===== src/rtl/fifo_rd_pkg.sv =====
// rtl/fifo_rd_pkg.sv - shared types and constants for the FIFO burst reader
package fifo_rd_pkg;
    localparam int WIDTH      = 8;
    localparam int LEN_BITS   = 8;
    localparam int SKID_DEPTH = 2;

    typedef logic [WIDTH-1:0] fifo_unit;

    typedef enum logic [1:0] {
        IDLE,
        READ,
        FLUSH,
        DONE
    } rd_state_e;
endpackage


===== src/rtl/fifo_skid2.sv =====
// rtl/fifo_skid2.sv - two-entry registered skid buffer between FIFO read data and the output stream
module fifo_skid2
    import fifo_rd_pkg::*;
#(
    parameter int WIDTH = 8
) (
    input  logic             clk,
    input  logic             reset,
    input  logic             in_valid,
    input  logic [WIDTH-1:0] in_data,
    output logic             out_valid,
    input  logic             out_ready,
    output logic [WIDTH-1:0] out_data,
    output logic [1:0]       occupancy
);
    logic [WIDTH-1:0] ent0_q, ent0_d;
    logic [WIDTH-1:0] ent1_q, ent1_d;
    logic [1:0]       occ_q, occ_d;
    logic             deq;
    logic             enq;

    always_comb begin
        ent0_d = ent0_q;
        ent1_d = ent1_q;
        occ_d  = occ_q;
        deq    = (occ_q != 2'd0) && out_ready;
        // A write into a full buffer is only taken when the head leaves in the same cycle.
        enq    = in_valid && ((occ_q != 2'(SKID_DEPTH)) || deq);
        case ({enq, deq})
            2'b10: begin
                if (occ_q == 2'd0) begin
                    ent0_d = in_data;
                end else begin
                    ent1_d = in_data;
                end
                occ_d = occ_q + 2'd1;
            end
            2'b01: begin
                ent0_d = ent1_q;
                occ_d  = occ_q - 2'd1;
            end
            2'b11: begin
                if (occ_q == 2'd1) begin
                    ent0_d = in_data;
                end else begin
                    ent0_d = ent1_q;
                    ent1_d = in_data;
                end
            end
            default: begin
            end
        endcase
    end

    always_ff @(posedge clk) begin
        if (reset) begin
            ent0_q <= '0;
            ent1_q <= '0;
            occ_q  <= 2'd0;
        end else begin
            ent0_q <= ent0_d;
            ent1_q <= ent1_d;
            occ_q  <= occ_d;
        end
    end

    assign out_valid = (occ_q != 2'd0);
    assign out_data  = ent0_q;
    assign occupancy = occ_q;
endmodule


===== src/rtl/fifo_burst_reader.sv =====
// rtl/fifo_burst_reader.sv - drains a fixed-length burst from the FIFO read port onto a ready/valid stream
module fifo_burst_reader
    import fifo_rd_pkg::*;
#(
    parameter int WIDTH    = 8,
    parameter int LEN_BITS = 8
) (
    input  logic                clk,
    input  logic                reset,
    input  logic                start,
    input  logic [LEN_BITS-1:0] len,
    output logic                busy,
    output logic                done,
    output logic [LEN_BITS-1:0] rd_count,
    output logic                pop,
    input  logic                ept,
    input  logic                valid,
    input  logic [WIDTH-1:0]    r_data,
    output logic                m_valid,
    input  logic                m_ready,
    output logic [WIDTH-1:0]    m_data
);
    localparam logic [LEN_BITS-1:0] ONE = LEN_BITS'(1);

    rd_state_e           state_q, state_d;
    logic [LEN_BITS-1:0] len_q, len_d;
    logic [LEN_BITS-1:0] issued_q, issued_d;
    logic [LEN_BITS-1:0] rd_count_q, rd_count_d;
    logic                busy_q, busy_d;
    logic                done_q, done_d;
    logic [1:0]          occ;
    logic                rd_accept;
    logic                hs;

    assign pop       = (state_q == READ) && !ept && (issued_q < len_q) && (occ < 2'(SKID_DEPTH));
    assign rd_accept = pop && valid;
    assign hs        = m_valid && m_ready;

    fifo_skid2 #(
        .WIDTH(WIDTH)
    ) u_skid (
        .clk       (clk),
        .reset     (reset),
        .in_valid  (rd_accept),
        .in_data   (r_data),
        .out_valid (m_valid),
        .out_ready (m_ready),
        .out_data  (m_data),
        .occupancy (occ)
    );

    always_comb begin
        state_d    = state_q;
        len_d      = len_q;
        issued_d   = issued_q;
        rd_count_d = hs ? (rd_count_q + ONE) : rd_count_q;
        case (state_q)
            IDLE: begin
                if (start) begin
                    rd_count_d = '0;
                    if (len != '0) begin
                        state_d  = READ;
                        len_d    = len;
                        issued_d = '0;
                    end else begin
                        state_d = DONE;
                    end
                end
            end
            READ: begin
                if (rd_accept) begin
                    issued_d = issued_q + ONE;
                    if ((issued_q + ONE) == len_q) begin
                        state_d = FLUSH;
                    end
                end
            end
            FLUSH: begin
                // Leave as the buffer drains so done lands right after the final handshake.
                if ((occ == 2'd0) || ((occ == 2'd1) && hs)) begin
                    state_d = DONE;
                end
            end
            DONE: begin
                state_d = IDLE;
            end
            default: begin
                state_d = IDLE;
            end
        endcase
        busy_d = (state_d != IDLE);
        done_d = (state_d == DONE);
    end

    always_ff @(posedge clk) begin
        if (reset) begin
            state_q    <= IDLE;
            len_q      <= '0;
            issued_q   <= '0;
            rd_count_q <= '0;
            busy_q     <= 1'b0;
            done_q     <= 1'b0;
        end else begin
            state_q    <= state_d;
            len_q      <= len_d;
            issued_q   <= issued_d;
            rd_count_q <= rd_count_d;
            busy_q     <= busy_d;
            done_q     <= done_d;
        end
    end

    assign busy     = busy_q;
    assign done     = done_q;
    assign rd_count = rd_count_q;
endmodule


===== config.mk =====
export PLATFORM = sky130hd
export DESIGN_NAME = fifo_burst_reader
export DESIGN_NICKNAME = d
export VERILOG_FILES = /design/src/rtl/fifo_rd_pkg.sv /design/src/rtl/fifo_skid2.sv /design/src/rtl/fifo_burst_reader.sv
export SDC_FILE = /design/constraint.sdc
export NUM_CORES = 1
export LEC_CHECK = 0
export BUFFER_PORTS_ARGS = -buffer_cell sky130_fd_sc_hd__buf_4
export CAP_MARGIN = 40
export CORE_MARGIN = 4
export CORE_UTILIZATION = 40
export DETAILED_ROUTE_END_ITERATION = 16
export PLACE_DENSITY_LB_ADDON = 0.12
export SLEW_MARGIN = 20
export SYNTH_ARGS = -nofsm -noshare
export SYNTH_HDL_FRONTEND = slang
export SYNTH_SLANG_ARGS = --single-unit
export TNS_END_PERCENT = 50

===== constraint.sdc =====
create_clock -name clk -period 2.6 [get_ports clk]
set_input_delay 0.39 -clock clk [delete_from_list [all_inputs] [get_ports clk]]
set_output_delay 0.39 -clock clk [all_outputs]
set_load 0.01 [all_outputs]

==> impl_metrics.py <==
metrics = {
    "outcome": {
        "status": "completed",
    },
    "pwr": {
        "ir_worst_vdd_mv": 0.3519,
        "power_density_nw_per_um2": 602.1,
        "p_leak_nw": 1.182,
    },
    "floorplan": {
        "coreArea_sq_um": 5956,
        "die_w_um": 86.72,
        "dieHeight_um": 86.72,
        "io-pin-count": 42,
        "start_util_pct": 41.62,
        "fp.dieArea_sq_um": 7520,
        "core.rowCount": 28,
    },
    "place": {
        "dp.cells": 400,
        "dp_hpwl_mm": 4.400,
        "routabilityCongestion": 0.8716,
        "io_buffers": 41,
        "placed_area_sq_um": 2884,
    },
    "synthesis": {
        "synth.avg_cell_area_sq_um": 8.606,
        "syn_nets": 323,
        "ys_ff_latch": 46,
        "synth_ff_type": "dfxtp_1",
        "synth_edf_count": 0,
        "synth_cells": 288,
        "synth_top_area_share_pct": 37.15,
        "ys_warn_count": 0,
        "ys_seq_area_share_pct": 37.15,
        "netlist_area_sq_um": 2479,
        "synth_area_leaders": "dfxtp_1 (37%), a21oi_1 (7.1%), ha_1 (6.6%), mux2i_1 (6.5%), nand2_1 (3.9%)",
        "yosysUniqueCellTypes": 51,
        "async_flop_share_pct": 0,
        "yosysTopAreaCell": "dfxtp_1",
    },
    "layout": {
        "drive_gt1_share_pct": 19.82,
        "layout_common_cells": "buf_4 (47), dfxtp_1 (46), a21oi_1 (35)",
        "syn_to_final_growth_pct": 20.90,
        "nets": 367,
        "final_common_cell": "buf_4",
        "fillers": 583,
        "postLayoutCellArea_sq_um": 2997,
        "final_cells": 408,
        "diodes": 0,
        "final_core_util_pct": 50.32,
    },
    "grt": {
        "first_global_vias": 2061,
        "overflow": 0,
        "grt_usage_pct": 16.55,
        "grt_pass1_wl_mm": 9.887,
        "antenna_found_initial": 0,
        "grt_start_max_net_pins": 33,
    },
    "timing": {
        "worst_pin_slew_ns": 0.5946,
        "fmax_mhz": 410.5,
        "slew_viol_final": 0,
        "hold_violations": 0,
        "setup_viol": 0,
        "maxSlewHeadroom_pct": 60.36,
        "fin_crit_sh_pct": 93.70,
        "skew_ns": 0.007970,
        "period_needed_ns": 2.436,
        "rsz0062_at_grt": "false",
        "finalSetupTns_ns": 0,
        "holdWs_ns": 0.3313,
    },
    "cts": {
        "htreeDepth": 2,
        "cts-root-buf": "clkbuf_8",
        "clkLatencyLatePin_ns": 0.30,
        "post_cts_resized": 0,
        "cts_buffer_depth": 2,
        "cts.sinks": 46,
        "cts_made_buffers": 5,
        "path_clk_slew_ns": 0.09,
        "cts_tree": "built",
        "holdBufCountCts": 0,
        "postCtsSetupRepairBufs": 0,
    },
    "drt": {
        "wl_per_cell_um": 14.54,
        "avgViaCountPerCell": 5.407,
        "num_vias": 2206,
        "drt_iter0_markers": 92,
        "drt.antenna.violating_nets": 0,
        "drc": 0,
        "first_pass_iters": 4,
        "wl_mm": 5.932,
    },
    "worst_setup_path": {
        "end_kind": "primary output",
        "arrival_ns": 2.05,
        "critical_path.startpoint": "len_q[1]",
        "required_ns": 2.21,
        "startpoint_type": "flop",
        "cp_max_fo": 5,
        "reg2reg_from": "len_q[1]",
        "critPathKind": "flop to primary output",
    },
    "min_path": {
        "min_path_type": "input port to flop",
        "hp-start": "r_data[6]",
    },
    "run": {
        "cap_violations": 0,
    },
}
==> flip-flops by register name, summed over array words and instances, names as in the netlist <==
| name | flops |
|---|---|
| busy | 1 |
| done | 1 |
| issued_q | 8 |
| len_q | 8 |
| rd_count | 8 |
| state_q | 2 |
| u_skid.ent1_q | 8 |
| u_skid.occupancy | 2 |
| u_skid.out_data | 8 |
==> where the power goes <==
part | total (mW) | internal [mW] | switching, mW
combinational | 0.462 | 0.199 | 0.263
sequential | 0.799 | 0.760 | 0.0386
clock | 0.543 | 0.288 | 0.255
total | 1.80 | 1.25 | 0.557
==> logic make-up (layout without fill, tap and decap cells) <==
kind of cell    after synthesis  in the layout  synth area share, %
xor+xnor                     12             12                4.240
buf+inv                      23             68                3.635
fa+ha+maj                    13             13                6.563
flops                        46             46                37.15
simple gates                101            101                21.71
compound gates               76             76                19.79
mux                          17             17                6.916
==> synthesized netlist by cell type, drive strengths merged, types with 2 or more instances <==
library cell / n
dfxtp: 46
a21oi: 36
nand2: 28
nor2: 23
o21ai: 19
mux2i: 16
ha: 13
inv: 13
clkbuf: 9
xor2: 8
nand4: 7
nor3: 6
nand3: 5
nor2b: 5
or3: 5
and2: 4
xnor2: 4
a211oi: 3
nand3b: 3
nor4: 3
a21o: 2
a22oi: 2
a31oi: 2
and3: 2
and4: 2
nor3b: 2
o211a: 2
o211ai: 2
o31ai: 2
or4: 2
==> critical path: stages, from the launching register on <==
cell and delay [ns]:
dfxtp_1 0.38, inv_1 0.06, ha_1 0.27, nor2b_1 0.12, o211ai_1 0.29, a21o_1 0.30, and2_1 0.20, buf_4 0.13
==> through the flow <==
| stage | power, mW | worst slack (ns) |
|---|---|---|
| after floorplan | 1.112 | 0.6015 |
| after global placement | 1.276 | 0.3898 |
| after detailed placement | 1.277 | 0.3497 |
| after CTS | 1.824 | 0.1674 |
| after global routing | 1.907 | 0.07160 |
| final | 1.804 | 0.1638 |
==> path summary, 6_finish.rpt <==
path / depth (start not counted) / endpoint / slack, ns
worst min-delay path: 3 / u_skid.ent1_q[6] / 0.33
worst max register to register: 8 / u_skid.out_data[2] / 0.34
worst max-delay path: 7 / pop / 0.16
worst min register to register: 2 / len_q[0] / 0.49
==> layout make-up <==
type	count	area [sq um]	share of cell area (%)
Sequential cell	46	920.9	30.73
Clock buffer	5	68.82	2.296
Inverter	13	48.80	1.628
Clock inverter	3	43.79	1.461
Timing Repair Buffer	47	352.8	11.77
Tap cell	75	93.84	3.132
Multi-Input combinational cell	219	1468	48.98
==> layer usage <==
metal  part of all wire [%]  vias to the layer above  GRT usage, %
li1                       -                     1127             -
met1                     51                     1024         23.82
met2                     43                       47         24.27
met3                    4.5                        8         3.517
met4                    1.1                        0         5.949
met5                      0                        -             0
Note: power is estimated with default switching activity, not from simulation.
